### config.mk
export PLATFORM = sky130hd
export DESIGN_NAME = clause_select_sequencer
export DESIGN_NICKNAME = d
export VERILOG_FILES = /design/src/rtl/clause_select_pkg.sv /design/src/rtl/lfsr32_galois.sv /design/src/rtl/clause_select_sequencer.sv
export SDC_FILE = /design/constraint.sdc
export NUM_CORES = 1
export LEC_CHECK = 0
export ABC_CLOCK_PERIOD_IN_PS = 1700
export CELL_PAD_IN_SITES_DETAIL_PLACEMENT = 1
export CELL_PAD_IN_SITES_GLOBAL_PLACEMENT = 1
export CORE_ASPECT_RATIO = 1.25
export CORE_MARGIN = 2
export CORE_UTILIZATION = 38
export CTS_CLUSTER_DIAMETER = 30
export DETAILED_ROUTE_END_ITERATION = 6
export PLACE_DENSITY = 0.81
export SETUP_SLACK_MARGIN = 0.15
export SYNTH_ARGS = -nofsm -noshare
export SYNTH_HDL_FRONTEND = slang
export SYNTH_SLANG_ARGS = --single-unit
### constraint.sdc
create_clock -name clk -period 1.7 [get_ports clk]
set_input_delay 0.255 -clock clk [delete_from_list [all_inputs] [get_ports clk]]
set_output_delay 0.255 -clock clk [all_outputs]
set_load 0.02 [all_outputs]
### src/rtl/clause_select_pkg.sv
// Shared types and LFSR helpers for the clause-select sequencer.
package clause_select_pkg;

  localparam int unsigned LFSR_W = 32;
  localparam logic [LFSR_W-1:0] LFSR_TAP_MASK = 32'h8020_0003;

  typedef enum logic [1:0] {
    IDLE   = 2'd0,
    SETTLE = 2'd1,
    VALID  = 2'd2
  } state_t;

  // Galois right-shift step.
  function automatic logic [LFSR_W-1:0] lfsr_next(input logic [LFSR_W-1:0] l);
    lfsr_next = (l >> 1) ^ (l[0] ? LFSR_TAP_MASK : LFSR_W'(0));
  endfunction

endpackage

### src/rtl/lfsr32_galois.sv
// 32-bit Galois LFSR with seed load (priority) and single-step advance.
module lfsr32_galois
  import clause_select_pkg::*;
#(
  parameter logic [31:0] SEED = 32'hACE1_2468
) (
  input  logic        clk,
  input  logic        reset,
  input  logic        in_advance,
  input  logic        in_load,
  input  logic [31:0] in_value,
  output logic [31:0] out_state
);

  logic [31:0] r_state;

  // A zero seed would lock the LFSR, so it falls back to SEED.
  always_ff @(posedge clk) begin
    if (reset) begin
      r_state <= SEED;
    end else if (in_load) begin
      r_state <= (in_value == 32'd0) ? SEED : in_value;
    end else if (in_advance) begin
      r_state <= lfsr_next(r_state);
    end
  end

  assign out_state = r_state;

endmodule

### src/rtl/clause_select_sequencer.sv
// Drives compare-tree settings from an LFSR, captures the root result after
// settling, and hands it off over valid/ready while counting satisfied rounds.
module clause_select_sequencer
  import clause_select_pkg::*;
#(
  parameter int unsigned MAXIMUM_BIT_WIDTH_OF_CLAUSES_INDEX = 2,
  parameter int unsigned NUM_TREE_NODES                     = 3,
  parameter int unsigned SETTLE_CYCLES                      = 1,
  parameter logic [31:0] LFSR_SEED                          = 32'hACE1_2468,
  parameter int unsigned SAT_COUNT_WIDTH                    = 8
) (
  input  logic                                         clk,
  input  logic                                         reset,
  input  logic                                         in_start,
  input  logic                                         in_seed_load,
  input  logic [31:0]                                  in_seed,
  input  logic [MAXIMUM_BIT_WIDTH_OF_CLAUSES_INDEX-1:0] in_root_clause_index,
  input  logic                                         in_root_clause_satisfied,
  input  logic                                         in_ready,
  output logic [NUM_TREE_NODES-1:0]                    out_setting,
  output logic                                         out_busy,
  output logic                                         out_valid,
  output logic [MAXIMUM_BIT_WIDTH_OF_CLAUSES_INDEX-1:0] out_clause_index,
  output logic                                         out_clause_satisfied,
  output logic [SAT_COUNT_WIDTH-1:0]                   out_sat_rounds
);

  localparam int unsigned IDX_W = MAXIMUM_BIT_WIDTH_OF_CLAUSES_INDEX;
  localparam int unsigned CNT_W = 4;
  localparam logic [SAT_COUNT_WIDTH-1:0] SAT_MAX = '1;

  state_t                 r_state;
  state_t                 w_state_next;
  logic [CNT_W-1:0]       r_cnt;
  logic [CNT_W-1:0]       w_cnt_next;
  logic                   w_advance;
  logic                   w_capture;
  logic                   w_accept;
  logic [31:0]            w_lfsr;
  logic                   w_unused_lfsr;

  logic                   r_busy;
  logic                   r_valid;
  logic [IDX_W-1:0]       r_index;
  logic                   r_sat;
  logic [SAT_COUNT_WIDTH-1:0] r_sat_rounds;

  lfsr32_galois #(
    .SEED (LFSR_SEED)
  ) u_lfsr (
    .clk        (clk),
    .reset      (reset),
    .in_advance (w_advance),
    .in_load    (in_seed_load),
    .in_value   (in_seed),
    .out_state  (w_lfsr)
  );

  always_ff @(posedge clk) begin
    if (reset) begin
      r_state <= IDLE;
      r_cnt   <= '0;
    end else begin
      r_state <= w_state_next;
      r_cnt   <= w_cnt_next;
    end
  end

  always_comb begin
    w_state_next = r_state;
    w_cnt_next   = r_cnt;
    w_advance    = 1'b0;
    w_capture    = 1'b0;
    w_accept     = 1'b0;
    case (r_state)
      IDLE: begin
        if (in_start) begin
          w_advance    = 1'b1;
          w_cnt_next   = CNT_W'(SETTLE_CYCLES - 1);
          w_state_next = SETTLE;
        end
      end
      SETTLE: begin
        if (r_cnt != '0) begin
          w_cnt_next = r_cnt - CNT_W'(1);
        end else begin
          w_capture    = 1'b1;
          w_state_next = VALID;
        end
      end
      VALID: begin
        if (in_ready) begin
          w_accept     = 1'b1;
          w_state_next = IDLE;
        end
      end
      default: w_state_next = IDLE;
    endcase
  end

  // Result registers; held until the next capture.
  always_ff @(posedge clk) begin
    if (reset) begin
      r_busy       <= 1'b0;
      r_valid      <= 1'b0;
      r_index      <= '0;
      r_sat        <= 1'b0;
      r_sat_rounds <= '0;
    end else begin
      r_busy  <= (w_state_next != IDLE);
      r_valid <= (w_state_next == VALID);
      if (w_capture) begin
        r_index <= in_root_clause_index;
        r_sat   <= in_root_clause_satisfied;
      end
      if (w_accept) begin
        if (!r_sat) begin
          r_sat_rounds <= '0;
        end else if (r_sat_rounds != SAT_MAX) begin
          r_sat_rounds <= r_sat_rounds + SAT_COUNT_WIDTH'(1);
        end
      end
    end
  end

  assign w_unused_lfsr        = ^w_lfsr;
  assign out_setting          = w_lfsr[NUM_TREE_NODES-1:0];
  assign out_busy             = r_busy;
  assign out_valid            = r_valid;
  assign out_clause_index     = r_index;
  assign out_clause_satisfied = r_sat;
  assign out_sat_rounds       = r_sat_rounds;

endmodule

# Word level (Yosys, flattened, before mapping)
# Index checks and enable logic that the tools add are counted.
[totals] regBits=51 wordCells=45 in_bits=40 out_inout_bits=16
[classes] n_bitwise=1 reduce_logical=8 n_eq_ne=7 add_sub_neg=2 muxes=19
[ops] operator="$mux 32" count=4
[ops] operator="$logic_not 32->1" count=1
[ops] operator="$xor 31x32->32" count=1
[ops] operator="$mux 8" count=2
[ops] operator="$add 8x1->8 const B" count=1
[ops] operator="$mux 4" count=2
[ops] operator="$ne 8x8->1 const B" count=1
[ops] operator="$pmux 4 s2" count=1
[ops] operator="$mux 1" count=6
[ops] operator="$mux 2" count=3
[ops] operator="$pmux 2 s3" count=1
[ops] operator="$reduce_bool 2->1" count=3
[ops] operator="$eq 2x2->1 const B" count=2
[ops] operator="$ne 2x2->1 const B" count=2
[ops] operator="$reduce_bool 4->1" count=1
[ops] operator="$sub 4x1->4 const B" count=1
[ops] operator="$reduce_and 3->1" count=1
[ops] operator="$eq 2x1->1 const B" count=1
[ops] operator="$logic_not 2->1" count=1
[ops] operator="$ne 2x1->1 const B" count=1
[ops] operator="$reduce_and 2->1" count=1

# Depth between registers and ports, before layout
# Gate-level depths: netlist of the first run.
[logic_depth] word_depth=4 ltp_mapped=7 mapped_depth_nobuf=6

# Cells and area by module
# Synthesis of the first run repeated with hierarchy kept, for this count alone.
[unflattened] hier_cells=303 area_unflattened_um2=2546.2
[by_module_without_submodules] module="lfsr32_galois" n_inst=1 area_per_inst_um2=1621.6 seq_area_each_um2=640.6 cells_per_inst=192
[by_module_without_submodules] module="clause_select_sequencer" n_inst=1 area_per_inst_um2=924.6 seq_area_each_um2=380.4 cells_per_inst=111

# Worst setup path after synthesis of the first run
# No wires, ideal clock.
[synth_timing] path_kind="register -> register" startpoint="register r_sat_rounds[0] (netlist: out_sat_rounds[0])" endpoint="register r_sat_rounds[0] (netlist: out_sat_rounds[0])" required_ns=1.572 setup_slack_ns=0.136 setup_time_ns=0.128 arrival_time_ns=1.436 path_stages_with_launch=6 n_path_buf=0 period_less_slack_ns=1.564 cell_sequence="dfxtp_1 ha_1 nand4_1 o21ai_0 mux2i_1 nor2_1"
[synth_between] elab_chain_len=3 word_cells_on_any_way=6 classes_between="add/sub (1); eq/ne (2); mux (2); reduce/logical (1)"
[synth_rtl] item="start, declared" line_no="clause_select_sequencer.sv:46" source="logic [SAT_COUNT_WIDTH-1:0] r_sat_rounds;"
[synth_rtl] item="start signal, assigned" line_no="clause_select_sequencer.sv:120" source="r_sat_rounds <= r_sat_rounds + SAT_COUNT_WIDTH'(1);"
[synth_rtl] item="$add 8x1->8 or $ne 8x8->1 (tied branches)" line_no="clause_select_sequencer.sv:120, clause_select_sequencer.sv:119"
[synth_rtl] item="$mux 8 or $ne 2x1->1 (tied branches)"
[synth_rtl] item="$mux 8 or $reduce_and 2->1 (tied branches)"
# Parallel ways exist; a longest one is shown, timed or not. The select of a mux whose other input is x is not followed.
# A chain may end at the register's enable or synchronous reset.

# Final worst setup path of the first run
[layout_timing] startpoint="input in_seed[28]" endpoint="register u_lfsr.r_state[31] (netlist: u_lfsr.out_state[31])"
[layout_between] elab_chain_len=3
[layout_rtl] item="start, declared" line_no="clause_select_sequencer.sv:16" source="input logic [31:0] in_seed,"
[layout_rtl] item="$logic_not 32->1" line_no="lfsr32_galois.sv:22" source="r_state <= (in_value == 32'd0) ? SEED : in_value;"
[layout_rtl] item="$mux 32" line_no="lfsr32_galois.sv:22"
[layout_rtl] item="$mux 32" line_no="lfsr32_galois.sv:21" source="end else if (in_load) begin"
[layout_rtl] item="end signal, assigned" line_no="lfsr32_galois.sv:22"
[layout_rtl] item="end signal, assigned" line_no="lfsr32_galois.sv:24" source="r_state <= lfsr_next(r_state);"
[layout_rtl] item="end, declared" line_no="lfsr32_galois.sv:15" source="logic [31:0] r_state;"
# Every way passes these cells.

==> out/metrics.csv, run 1 <==
stage,metric,value,unit
status,status,"complete, but fails checks",
status,violations,negative setup slack,
layout,areaGrowthSynthToFinish,49.0,%
logic_synthesis,synth_area_leader_cell,dfxtp_1,
layout,seqCellArea,0.00103,mm^2
sta,slew_violations,0,
power_and_ir_drop,cellPowerDensity,989,mW/mm^2
worst_setup_path,critPathMaxFanout,6,
global_routing,grt_first_pass_wirelength,11000,um
min_path,holdPathStages,3,
worst_setup_path,cp_slowest_cell,nor4_1,
power_and_ir_drop,internal_power,2.50,mW
layout,multiInputGateArea,0.00151,mm^2
clock_network,clock_latency,300,ps
power_and_ir_drop,seqPwrFrac,0.399,
logic_synthesis,synth.distinct_cells,43,
route,wire_per_inst,18.3,um
layout,antenna_cells,0,
worst_setup_path,cp_cell_sequence,clkdlybuf4s50_1 > nor4_1 > nand4_1 > or2_4 > a22oi_1,
global_routing,grt_pass1_vias,2367,
sta,finalSetupViolations,13,
power_and_ir_drop,comb_power_share,0.416,
worst_setup_path,path_class,in2reg,
logic_synthesis,netlist_area,0.00252,mm^2
sta,grt_setup_unrepaired,true,
clock_network,cts_buffers,5,
route,drt_iter0_drc,75,
worst_setup_path,critPathArrivalTime,1990,ps
die,dieWidth,76.9,um
clock_network,htreeDepth,2,
route,route.detailed.drc,0,
die,start_util,0.389,
clock_network,clkTransAtPathRegs,100,ps
route,drt-total-wl,7920,um
die,dieArea,0.00731,mm^2
layout,n_fill_cell,714,
logic_synthesis,synth-seq-area-share,0.405,
min_path,worstHoldEndpoint,u_lfsr.out_state[17],
die,core,0.00648,mm^2
worst_setup_path,cp_data_required_time,1920,ps
power_and_ir_drop,ir_drop,0.540,mV
clock_network,cts_tree,done,
route,vias_per_cell,5.28,
worst_setup_path,crit_path_start_kind,input pin,
sta,finalCriticalPeriod,1780,ps
worst_setup_path,critPathCaptureType,flop,
logic_synthesis,synth_nets,298,
min_path,hold_class,in2reg,
logic_synthesis,syn-instance-count,256,
min_path,hp-start,in_seed[17],
logic_synthesis,synth_top_flop_cell,dfxtp_1,
logic_synthesis,avgSynthCellArea,9.85,um^2
power_and_ir_drop,power,3.72,mW
sta,worst_slew_pin_slew,478,ps
die,io_pins,56,
layout,drive_gt1_frac,0.288,
sta,fmax,0.563,GHz
route,drtAntennaViolNets,0,
power_and_ir_drop,switching_share,0.327,
clock_network,clockBufferDepth,2,
power_and_ir_drop,power_frac_clock,0.185,
logic_synthesis,ys_warn_count,0,
logic_synthesis,synth-seq-cells,51,
sta,relSlewSlack,0.678,
worst_setup_path,worst-r2r-setup-slack,130,ps
global_routing,antenna_found_initial,0,
worst_setup_path,cp_slowest_stage_delay,500,ps
sta,tns,-673,ps
worst_setup_path,r2r_start,r_state[1],
worst_setup_path,worstSetupStartpoint,in_seed[28],
route,drt_first_pass_iters,4,
sta,hold_viol_final,0,
place,hpwlAfterDp,4800,um
die,die_h,95.1,um
clock_network,cts.sinks,51,
sta,fin_hold_ws,287,ps
sta,period_share,1.04,
power_and_ir_drop,switchingPower,1.21,mW
global_routing,overflow,0,
power_and_ir_drop,power_leakage,1.72,nW
place,place_congestion,0.773,
layout,fin_nets,388,
route,num_vias,2292,
worst_setup_path,reg2reg_depth,6,
job,cap_viol_max_count,0,
global_routing,track_usage,0.185,
logic_synthesis,async_flop_share,0,
place,portBuffers,55,
sta,fin_ws,-75.2,ps
global_routing,grt_max_degree,35,
worst_setup_path,timing.rr.end,u_lfsr.out_state[9],
logic_synthesis,synth_top_area_frac,0.405,
clock_network,cts_root_buffer,clkbuf_8,
sta,clock_skew,11.9,ps
die,fp-row-count,33,
logic_synthesis,ys_top_cells_by_area,"dfxtp_1, mux2i_1, mux2_2",
logic_synthesis,synth-edff-count,0,
[critical path, delay by kind of cell]
family,cells,cell delay [ps]
AND/OR/NAND/NOR,3,1050
AO/OA/AOI/OAI,1,200
buffers and inverters,1,490
[per-layer routing]
metal | up-vias | routed length (um) | GRT usage
li1 | 1105 | - | -
met1 | 1123 | 3180 | 0.210
met2 | 54 | 4430 | 0.362
met3 | 10 | 203 | 0.0218
met4 | 0 | 110 | 0.0530
met5 | - | 0 | 0
[how the worst max path moves through the flow]
stage,to,slack [ps],cells after the start
after detailed placement,u_lfsr.out_state[5],-420,5
final,u_lfsr.out_state[31],-80,5
after CTS,u_lfsr.out_state[20],130,6
after floorplan,out_sat_rounds[0],200,5
after global routing,u_lfsr.out_state[31],-60,5
after global placement,u_lfsr.out_state[3],-390,5
[power by group through the flow]
stage,Sequential [mW],Clock [mW],Combinational (mW)
after floorplan,1.51,0,0.827
after global placement,1.49,0,1.24
after detailed placement,1.50,0,1.30
after CTS,1.47,0.703,1.30
after global routing,1.50,0.749,1.66
final,1.48,0.686,1.55
[flip-flops by register name, indices dropped and copies added (netlist names)]
register and cells:
out_clause_satisfied 1, out_sat_rounds 8, out_clause_index 2, r_cnt 4, r_state 2, out_busy 1
out_valid 1, u_lfsr.out_state 32
[stage by stage]
step	instance area [um^2]	util	worst slack, ps	instances
CTS	3490	0.538	129	427
global placement	3370	0.519	-394	415
detailed placement	3370	0.519	-424	415
finish	3760	0.580	-75.2	434
floorplan	2520	-	203	256
global route	3760	0.580	-64.0	434
[kinds of logic (layout without fill, tap and decap cells)]
group / after synthesis / after routing / share of synthesized area
adders and majority gates: 2 / 2 / 0.00992
xor gates and xnor gates: 8 / 8 / 0.0278
buffers and inverters: 22 / 112 / 0.0601
muxes: 50 / 50 / 0.207
and+or+nand+nor: 87 / 88 / 0.194
DFF: 51 / 51 / 0.405
AOI/OAI and AO/OA: 36 / 36 / 0.0963
[synth_stat cells, types with 2 or more instances]
cell type,n
o211ai_1,2
nor2_1,28
or3_1,3
nor4_1,8
nor3_1,3
a21oi_1,9
clkbuf_1,6
and4bb_2,2
xnor2_1,4
inv_1,3
buf_1,2
ha_1,2
nand3_1,4
and3_1,2
mux2_2,17
buf_2,2
buf_6,2
buf_4,5
xor2_1,4
dfxtp_1,51
mux2i_1,33
nor3b_1,15
a22oi_1,13
nand4_1,4
nand2_1,9
o21ai_0,5
buf_12,2
[cell type report]
type / instances / share of cell area
inverters: 3 / 0.00300
well taps: 87 / 0.0290
multi-input cells: 184 / 0.403
flip-flops and latches: 51 / 0.274
clock buffers: 7 / 0.0203
repair buffers: 101 / 0.270
clock inverters: 1 / 0.00133
[what timing repair did]
item / CTS / global route
gates resized for setup: 14 / 51
setup endpoints to repair: 29 / 46
hold buffers: 0 / 0
buffers inserted: 4 / 4
pin swaps: 2 / 16
gates cloned: 0 / 3
[cells in the final DEF, fill, tap and decap left out, types with 3 or more instances in the layout]
master / count
clkbuf_8: 5
buf_12: 4
dfxtp_1: 47
a21oi_1: 9
mux2_2: 8
mux2i_1: 32
buf_4: 39
mux2_4: 9
a22oi_1: 6
nand2_1: 9
nand3_1: 4
nor2_1: 28
o21ai_0: 4
nand4_1: 4
xnor2_1: 4
xor2_1: 4
dlymetal6s2s_1: 17
a22oi_2: 7
dlygate4sd2_1: 10
nor3b_1: 14
or2_4: 3
or3_1: 3
nor4_2: 4
dfxtp_2: 3
clkdlybuf4s50_1: 28
inv_1: 3
(Power assumes the default switching activity.)
==> run 2, diff against run 1 <==
- CORE_MARGIN: 2 -> not set
==> out/metrics.csv, run 2 (synthesis gave the netlist of run 1 again) <==
stage,metric,value,unit
sta,grt_setup_unrepaired,true,
power_and_ir_drop,ir_drop,0.569,mV
layout,stdcell_count,441,
worst_setup_path,critPathMaxFanout,6,
clock_network,cts.sinks,51,
layout,drive_gt1_frac,0.309,
worst_setup_path,cp_data_required_time,1920,ps
global_routing,grt_first_pass_wirelength,12500,um
layout,largest_reg_flops,32,
die,dieWidth,74.9,um
min_path,hp-start,in_seed[24],
global_routing,track_usage,0.236,
global_routing,overflow,0,
clock_network,clkTransAtPathRegs,100,ps
layout,fin_nets,398,
route,drt_iter0_drc,72,
route,drtAntennaViolNets,0,
min_path,holdPathStages,3,
job,cap_viol_max_count,0,
layout,areaGrowthSynthToFinish,53.9,%
clock_network,clock_latency,300,ps
worst_setup_path,timing.rr.end,u_lfsr.out_state[19],
die,start_util,0.401,
place,dp.cells,418,
place,place_area,0.00339,mm^2
clock_network,htreeDepth,2,
route,drt_first_pass_iters,4,
sta,fin_ws,102,ps
sta,period_share,0.940,
place,portBuffers,55,
clock_network,cts_root_buffer,clkbuf_8,
die,io_pins,56,
worst_setup_path,reg2reg_depth,7,
worst_setup_path,worst-r2r-setup-slack,120,ps
min_path,hold_class,in2reg,
sta,finalCriticalPeriod,1600,ps
sta,worst_slew_pin_slew,416,ps
power_and_ir_drop,cellPowerDensity,1030,mW/mm^2
route,wire_per_inst,19.0,um
global_routing,grt_max_degree,38,
clock_network,ctsHoldBuffers,0,
worst_setup_path,critPathCaptureType,flop,
sta,clock_skew,5.01,ps
place,dp_slack,-327,ps
clock_network,cts_tree,done,
layout,antenna_cells,0,
min_path,worstHoldEndpoint,u_lfsr.out_state[24],
layout,design_area,0.00388,mm^2
global_routing,grt_pass1_vias,2516,
status,status,"finished, final reports clean",
die,dieArea,0.00697,mm^2
layout,multiInputGateArea,0.00151,mm^2
worst_setup_path,crit_path_start_kind,input pin,
layout,seqCellArea,0.00103,mm^2
layout,n_fill_cell,690,
place,hpwlAfterDp,5020,um
route,route.detailed.drc,0,
layout,layout_commonest_cell,dfxtp_1,
route,num_vias,2395,
sta,tns,0,ps
die,die_h,93.1,um
die,fp-row-count,32,
route,vias_per_cell,5.43,
route,drt-total-wl,8380,um
worst_setup_path,worstSetupStartpoint,in_seed[28],
place,place_congestion,0.742,
power_and_ir_drop,power,4.01,mW
sta,finalSetupViolations,0,
worst_setup_path,r2r_start,r_state[0],
clock_network,cts_buffers,5,
die,core,0.00629,mm^2
sta,fmax,0.626,GHz
global_routing,antenna_found_initial,0,
clock_network,clockBufferDepth,2,
power_and_ir_drop,power_leakage,1.78,nW
sta,hold_viol_final,0,
layout,final_cell_mix,"dfxtp_1, buf_4, mux2i_1",
sta,relSlewSlack,0.722,
worst_setup_path,path_class,in2reg,
worst_setup_path,critPathArrivalTime,1820,ps
sta,slew_violations,0,
==> run 2: changes by cell type in the layout (fill, tap and decap cells not counted), sizes merged <==
cell and change:
clkbuf -2, clkdlybuf4s50 -5, dlygate4sd2 +7, buf +12
clkinv -1, bufinv +1, dlymetal6s2s -2, or2 -1
==> run 2: worst max path at each step <==
stage	depth (start not counted)	end	slack, ps
floorplan	5	out_sat_rounds[0]	200
global placement	7	u_lfsr.out_state[29]	-270
detailed placement	7	u_lfsr.out_state[13]	-330
CTS	6	out_sat_rounds[0]	130
global route	7	u_lfsr.out_state[19]	30
finish	6	u_lfsr.out_state[5]	100
==> run 2: area by class of cell <==
class                      instances  area share
multi-input combinational        183       0.388
clock inverter                     1     0.00774
tap                               85      0.0274
inverter                           3     0.00290
clock buffer                       6      0.0187
sequential                        51       0.267
timing repair buffer             112       0.289
==> run 2: where the power goes <==
group | internal (mW) | switching [mW] | total, mW | leakage [nW]
Sequential | 1.37 | 0.121 | 1.49 | 0.423
Clock | 0.433 | 0.407 | 0.840 | 0.0513
Combinational | 0.961 | 0.725 | 1.69 | 1.31
==> run 2: per-stage QoR <==
| stage | hold WS (ps) | utilization |
|---|---|---|
| CTS | 359 | 0.581 |
| global placement | 442 | 0.539 |
| floorplan | 402 | - |
| finish | 281 | 0.617 |
| global route | 299 | 0.617 |
| detailed placement | 459 | 0.539 |
==> run 2: routing by layer <==
layer  vias up  track usage  routed length, um
met5         -            0                  0
met4         0       0.0566                178
met3        17       0.0313                218
met2        69        0.436               4520
met1      1186        0.280               3470
li1       1123            -                  -
==> run 2: repair_timing <==
| item | CTS | global route |
|---|---|---|
| buffers inserted | 8 | 5 |
| cloned | 2 | 1 |
| resized for setup | 35 | 45 |
| pin swaps | 9 | 18 |
| endpoints found under the setup margin | 46 | 42 |
==> run 2: critical path: stages <==
cell and delay [ps]:
clkdlybuf4s50_1 440, nor4_1 350, nand4_1 140, or2_1 270
buf_4 180, a22oi_1 180
